### src/rtl/board_pkg.sv
// board_pkg: shared board geometry, frame constants and transmitter state encoding.
package board_pkg;

    localparam int CELLS   = 16;
    localparam int CELL_W  = 5;
    localparam int BOARD_W = CELLS * CELL_W;

    localparam logic [7:0] FRAME_HDR = 8'hA5;
    localparam int         FRAME_LEN = 21;

    typedef enum logic [2:0] {
        ST_IDLE,
        ST_HDR,
        ST_INFO,
        ST_STEP_HI,
        ST_STEP_LO,
        ST_CELLS,
        ST_CSUM
    } tx_state_e;

endpackage

### src/rtl/board_stats.sv
// board_stats: combinational max tile exponent and empty-cell count of a board.
module board_stats
    import board_pkg::*;
(
    input  logic [BOARD_W-1:0] board_i,
    output logic [CELL_W-1:0]  max_tile_o,
    output logic [4:0]         empty_cnt_o
);

    always_comb begin
        max_tile_o  = '0;
        empty_cnt_o = '0;
        for (int i = 0; i < CELLS; i++) begin
            max_tile_o  = (board_i[i*CELL_W +: CELL_W] > max_tile_o) ? board_i[i*CELL_W +: CELL_W] : max_tile_o;
            empty_cnt_o = empty_cnt_o + 5'(board_i[i*CELL_W +: CELL_W] == '0);
        end
    end

endmodule

### src/rtl/board_stream_tx.sv
// board_stream_tx: snapshots a completed board and streams it as a 21-byte framed,
// XOR-checksummed byte sequence over a valid/ready handshake.
module board_stream_tx
    import board_pkg::*;
(
    input  logic               clk,
    input  logic               rst,
    input  logic               start,
    input  logic [BOARD_W-1:0] board_in,
    input  logic               stuck_in,
    output logic               busy,
    output logic               out_valid,
    input  logic               out_ready,
    output logic [7:0]         out_data,
    output logic               out_last,
    output logic               frame_done,
    output logic [15:0]        step_count,
    output logic [CELL_W-1:0]  max_tile,
    output logic [4:0]         empty_cnt,
    output logic               overrun
);

    tx_state_e          state_q, state_d;
    logic [3:0]         idx_q;
    logic [BOARD_W-1:0] board_q;
    logic               stuck_q;
    logic [7:0]         csum_q;
    logic [15:0]        step_q;
    logic [CELL_W-1:0]  max_q, max_d;
    logic [4:0]         empty_q, empty_d;
    logic               overrun_q;
    logic               done_q;

    board_stats u_stats (
        .board_i     (board_in),
        .max_tile_o  (max_d),
        .empty_cnt_o (empty_d)
    );

    // Byte on the wire depends only on registered state, so it holds while stalled.
    always_comb begin
        state_d  = state_q;
        out_data = 8'h00;
        case (state_q)
            ST_HDR:     begin out_data = FRAME_HDR;                          state_d = ST_INFO;    end
            ST_INFO:    begin out_data = {stuck_q, 2'b00, empty_q};          state_d = ST_STEP_HI; end
            ST_STEP_HI: begin out_data = step_q[15:8];                       state_d = ST_STEP_LO; end
            ST_STEP_LO: begin out_data = step_q[7:0];                        state_d = ST_CELLS;   end
            ST_CELLS:   begin
                out_data = 8'(board_q[32'(idx_q)*CELL_W +: CELL_W]);
                state_d  = (idx_q == 4'hF) ? ST_CSUM : ST_CELLS;
            end
            ST_CSUM:    begin out_data = csum_q;                             state_d = ST_IDLE;    end
            default:    begin out_data = 8'h00;                              state_d = ST_IDLE;    end
        endcase
    end

    always_ff @(posedge clk or negedge rst) begin
        if (!rst) begin
            state_q   <= ST_IDLE;
            idx_q     <= '0;
            board_q   <= '0;
            stuck_q   <= 1'b0;
            csum_q    <= '0;
            step_q    <= '0;
            max_q     <= '0;
            empty_q   <= '0;
            overrun_q <= 1'b0;
            done_q    <= 1'b0;
        end else begin
            done_q <= 1'b0;
            if (start && busy)
                overrun_q <= 1'b1;
            if (state_q == ST_IDLE) begin
                if (start) begin
                    board_q <= board_in;
                    stuck_q <= stuck_in;
                    step_q  <= step_q + 16'd1;
                    max_q   <= max_d;
                    empty_q <= empty_d;
                    csum_q  <= '0;
                    idx_q   <= '0;
                    state_q <= ST_HDR;
                end
            end else if (out_ready) begin
                csum_q  <= csum_q ^ out_data;
                state_q <= state_d;
                if (state_q == ST_CELLS)
                    idx_q <= idx_q + 4'd1;
                if (state_q == ST_CSUM)
                    done_q <= 1'b1;
            end
        end
    end

    assign busy       = (state_q != ST_IDLE);
    assign out_valid  = busy;
    assign out_last   = (state_q == ST_CSUM);
    assign frame_done = done_q;
    assign step_count = step_q;
    assign max_tile   = max_q;
    assign empty_cnt  = empty_q;
    assign overrun    = overrun_q;

endmodule

### config.mk
export PLATFORM = sky130hd
export DESIGN_NAME = board_stream_tx
export DESIGN_NICKNAME = d
export VERILOG_FILES = /design/src/rtl/board_pkg.sv /design/src/rtl/board_stats.sv /design/src/rtl/board_stream_tx.sv
export SDC_FILE = /design/constraint.sdc
export NUM_CORES = 1
export LEC_CHECK = 0
export ABC_CLOCK_PERIOD_IN_PS = 6800
export CORE_ASPECT_RATIO = 0.6
export CORE_MARGIN = 1
export CORE_UTILIZATION = 40
export CTS_BUF_LIST = sky130_fd_sc_hd__clkbuf_2 sky130_fd_sc_hd__clkbuf_4 sky130_fd_sc_hd__clkbuf_8
export DETAILED_ROUTE_END_ITERATION = 8
export GPL_ROUTABILITY_DRIVEN = 0
export HOLD_SLACK_MARGIN = 0.06
export PLACE_DENSITY = 0.65
export SLEW_MARGIN = 15
export SYNTH_ARGS = -nofsm -noshare
export SYNTH_HDL_FRONTEND = slang
export SYNTH_SLANG_ARGS = --single-unit
export TNS_END_PERCENT = 20
### constraint.sdc
create_clock -name clk -period 6.8 [get_ports clk]
set_clock_uncertainty 0.1 [all_clocks]
set_input_delay 1.36 -clock clk [delete_from_list [all_inputs] [get_ports clk]]
set_output_delay 1.36 -clock clk [all_outputs]
set_load 0.005 [all_outputs]
# == Yosys cells after proc, flatten, opt, wreduce, memory -nomap -nowiden ==
# Cells that the tools add are included.
# word_totals
reg_bits,124
out_inout_bits,39
# classes
add_sub_neg,17
n_eq_ne,8
n_reduce_logical,24
shift,1
mux,32
bitwise,1
multipliers,1
order_cmp,16
# op_table
op,count
$logic_not A5 Y1,16
$mux W5,16
$shiftx A80 B8 Y5,1
$gt A5 B5 Y1,15
$add A5 B1 Y5,14
$pmux W8 S6,1
$mux W8,3
$add A16 B1 Y16 const B,1
$mux W4,4
$pmux W3 S5,1
$eq A3 B3 Y1 const B,3
$mux W3,3
$xor A8 B8 Y8,1
$mul A4 B3 Y7 const B,1
$eq A3 B2 Y1 const B,2
$gt A5 B1 Y1 const B,1
$add A4 B1 Y4 const B,1
$eq A4 B4 Y1 const B,1
$reduce_and A2 Y1,2
$reduce_bool A2 Y1,2
$eq A3 B1 Y1 const B,1
$logic_not A3 Y1,1
$mux W1,3
$reduce_and A3 Y1,1
5 further kinds,5

# == Logic depth before layout (Yosys ltp) ==
# logic_depth
word_depth,32
mapped_depth,117
ltp_nobuf,112

# == Modules after synthesis ==
# A second synthesis with hierarchy kept.
# unflattened
hier_cells,1172
hier_area_um2,9780.6
# modules_own_cells
module,area_per_inst_um2,instances,cells_per_inst,seq_area_each_um2
board_stream_tx,6054.6,1,652,3103.0
board_stats,3726.1,1,520,0.0

# == Least setup slack after synthesis ==
# No wires, ideal clock.
# synth_path
path_kind,input -> register
from,input port board_in[1]
to,"register max_q[1], in the netlist max_tile[1]"
setup_ps,132
setup_slack_ps,-15575
t_arrival_ps,22143
cell_stages,108
path_cell_list,inv_1 ha_1 nand2b_1 a211o_1 a21boi_0 nor2_1 ha_1 and3_4 a211oi_2 nand2_1 o31ai_2 ha_1 and3_1 and3_4 a211oi_1 nor2_1 ha_1 a21o_1 [72 not listed] o21a_1 ha_1 a21o_1 a21oi_1 o21ai_0 o21ai_1 nand2b_1 o31a_1 ha_1 nor2b_1 o21a_1 o21ai_0 nand2b_1 a21oi_1 a31oi_1 mux2_2 a221oi_1 o21ai_1
# synth_between
elab_chain_len,32
# synth_rtl
element,line_no,text
from (decl),board_stream_tx.sv:9,"input logic [BOARD_W-1:0] board_in,"
$gt A5 B1 Y1,board_stats.sv:14,max_tile_o = (board_i[i*CELL_W +: CELL_W] > max_tile_o) ? board_i[i*CELL_W +: CELL_W] : max_tile_o;
$mux W5 *,board_stats.sv:14,
$gt A5 B5 Y1,board_stats.sv:14,
$mux W5 *,board_stats.sv:14,
$gt A5 B5 Y1,board_stats.sv:14,
$mux W5 *,board_stats.sv:14,
$gt A5 B5 Y1,board_stats.sv:14,
$mux W5 *,board_stats.sv:14,
[16 not listed],--,
$gt A5 B5 Y1,board_stats.sv:14,
$mux W5 *,board_stats.sv:14,
$gt A5 B5 Y1,board_stats.sv:14,
$mux W5 *,board_stats.sv:14,
$gt A5 B5 Y1,board_stats.sv:14,
$mux W5 *,board_stats.sv:14,
$gt A5 B5 Y1,board_stats.sv:14,
$mux W5 *,board_stats.sv:14,
to (signal assigned),board_stream_tx.sv:79,max_q <= max_d;
to (decl),board_stream_tx.sv:29,"logic [CELL_W-1:0] max_q, max_d;"
# Mark *: on every way between the ends. The rest lies on a longest branch, timed or not.
# A chain may end at the register's enable or synchronous reset.

# == Worst setup path in the final report ==
# layout_path
from,input port board_in[1]
to,"register max_q[2], in the netlist max_tile[2]"
# The elaborated chain is that of the path after synthesis.

==> results.md <==
- Outcome: complete, but fails checks
- Failing checks: setup timing
- Clk slew on worst S/H paths: around 0.080 ns
- First-pass GRT wire length: 49,900 um
- Async S/R FF share, synth: 100%
- Worst skew pair latency: 0.44 ns
- Chip Width: between 200 and 250 um
- Most common cell after layout, fill and taps aside: nand2_1
- Total GRT Usage: 25.8%
- Number of top-level pins: 124
- Final setup vio count: 5
- Synthesis-to-layout area growth: 42.7%
- Slew Viols, Final: 0
- Min-Delay Path Class: register to register
- Final worst path period share: 315%
- Share of cells above drive strength 1: between 20% and 30%
- Inserted Clock Buffers: 17
- Via count of the first global-routing pass: 9,238
- Ys flop type: dfrtp_1
- Hold Path Cell Cnt: 1
- Post-CTS Hold Buffers: 0
- Initial Utilization: about two fifths
- Required time of the critical path: roughly 7 ns
- Most Frequent Cell on Critical Path: ha_1
- H-Tree Depth: 4
- Post-DRT Antenna Nets: 0
- Die Ht: 122 um
- Distinct cells, synth: 75
- Mapped Area: between 9000 and 10,000 sq um
- Port Buf Inserts: 123
- MaxCap Viol Count: 0
- Cell family with most CP delay: compound AO/OA/AOI/OAI gates
- Upper clock frequency limit: 0.0467 GHz
- Vias per cell: 5.30
- Min Tclk post-route: 21.41 ns
- CP startpoint: board_in[1]
- Nets@finish: 1,609
- CP Capture Type: register
- CP max stage cell: clkdlybuf4s50_1
- Syn Area/Cell: between 8 and 9 sq um
- Mapped Cells: around 1,100
- Rows: 43
- Crit path depth: 109
- CTS max path bufs: 2
- Yosys warns: 0
- Max incr delay on CP: 0.49 ns
- Final wirelength: 30,300 um
- N_diodes: 0
- Filler Cells Inserted: 2,023
- Reg-to-reg startpoint: idx_q[1]$_DFFE_PN0P_
- Post-synth EDFFs: 0
- CP bufs+invs: 8
- Final WS setup: -14.61 ns
- Syn_nets: between 1,000 and 1,500
- Clock Sinks: 124
- Reg2reg path depth: 8
- Routed vias: 9,315
- Drt first pass iters: 5
- Avg WL per Cell: 17.2 um
- Grt ovf: 0
- Initial antenna violation count: 0
- Remaining routing DRC violations: 0
- Final HPWL DP: 23,900 um
- Hold path start: overrun$_DFFE_PN0P_
- Synth Register Bits: 124
- CP arrival: 21.68 ns
- Fin. Hold Viols: 0
- Most frequent cells in the layout: nand2_1 (254), buf_4 (235), dfrtp_1 (123)
- Register area share after synthesis: about a third
- Worst Path Max Fanout: 8
- CTS tree: built
- Worst setup SP type: input port
- Pre-CTS setup slack: -15.47 ns
- Core ar.: 23,200 sq um
- Slew margin rel.: a little over a fifth
- Slew @ Worst Pin: ~1.2 ns
- Die Area: 24,400 sq um
- Largest net degree at the start of global routing: 127
- Clock root cell: clkbuf_8
- CP Class: input port to register
- Unrepaired setup endpoints after global routing: yes
- Initial drt markers: 937
## state kept, by name, indices dropped and copies added (netlist names)
register / count
empty_cnt: 5
stuck_q: 1
overrun: 1
max_tile: 5
csum_q: 8
frame_done: 1
board_q: 80
state_q: 3
idx_q: 4
step_count: 16
## synth_stat cells (all sizes together), types with 11 or more instances
master	instances	area share, %
nand2	259	10
nand3	26	1.4
mux4	25	5.9
and3	16	1.2
o21ai	65	3.5
nor3	16	0.89
o21a	20	1.6
dfrtp	124	33
ha	83	11
a211oi	15	1.4
and2	11	0.72
a21o	18	1.4
clkbuf	31	1.2
mux2i	22	2.3
a31oi	16	1.1
nor2b	20	1.3
xor2	17	1.6
a21oi	36	2.1
nor2	73	2.9
xnor2	11	1.0
inv	65	2.6
## final timing paths
path / to / slack, ns
min reg2reg: overrun$_DFFE_PN0P_ / 0.36
min in group asynchronous: idx_q[2]$_DFFE_PN0P_ / 0.96
max: max_tile[2]$_DFFE_PN0P_ / -14.61
min: overrun$_DFFE_PN0P_ / 0.36
max in group asynchronous: board_q[46]$_DFFE_PN0P_ / 4.45
max reg2reg: csum_q[1]$_DFFE_PN0P_ / 3.67
## per-layer routing
| metal | up-vias | share of wire, % | track usage [%] |
|---|---|---|---|
| met1 | 4492 | 53 | 41.8 |
| met3 | 29 | 6.0 | 3.41 |
| li1 | 4530 | - | - |
| met4 | 0 | 1.0 | 5.40 |
| met2 | 264 | 40 | 35.8 |
| met5 | - | 0 | 0 |
## area by class of cell
type / instances / area, sq um / area share, %
multi-input combinational: 865 / 6440 / 47.4
timing repair buffer: 357 / 2990 / 22.0
tap: 315 / 394 / 2.90
sequential: 124 / 3100 / 22.8
clock buffer: 20 / 275 / 2.03
inverter: 66 / 248 / 1.82
clock inverter: 12 / 138 / 1.01
## metrics by stage
step	cells	util, %	hold WS, ns	setup TNS, ns	instance area (sq um)
global route	1759	58.5	0.387	-78.67	13600
CTS	1755	58.1	0.369	-72.08	13500
detailed placement	1722	56.0	0.348	-77.08	13000
floorplan	1097	-	0.340	-70.62	9860
global placement	1722	56.0	0.341	-74.67	13000
finish	1759	58.5	0.360	-72.77	13600
## repair_timing
action	4_1_cts	5_1_grt
pin swaps	13	8
buffers inserted	1	4
setup endpoints to repair	5	5
resized for setup	13	9
## kinds of logic after synthesis
group | Yosys count | synth area share (%)
and+or+nand+nor | 458 | 21.2
AOI/OAI and AO/OA | 231 | 17.0
adders and majority gates | 93 | 13.0
muxes | 55 | 9.17
DFF | 124 | 32.6
xor gates and xnor gates | 28 | 2.58
buffers and inverters | 108 | 4.46
## worst register-to-register path, stage by stage (launching register included)
cell,delay (ns)
dfrtp_1,1.13
mux4_2,0.47
mux4_2,0.50
nor2b_1,0.14
a31oi_1,0.20
a21oi_1,0.12
nand2_1,0.12
xor2_1,0.16
nor2_1,0.06
Power is not shown: default switching activity piles up to over one toggle a cycle in this logic, so the estimate is an artifact.
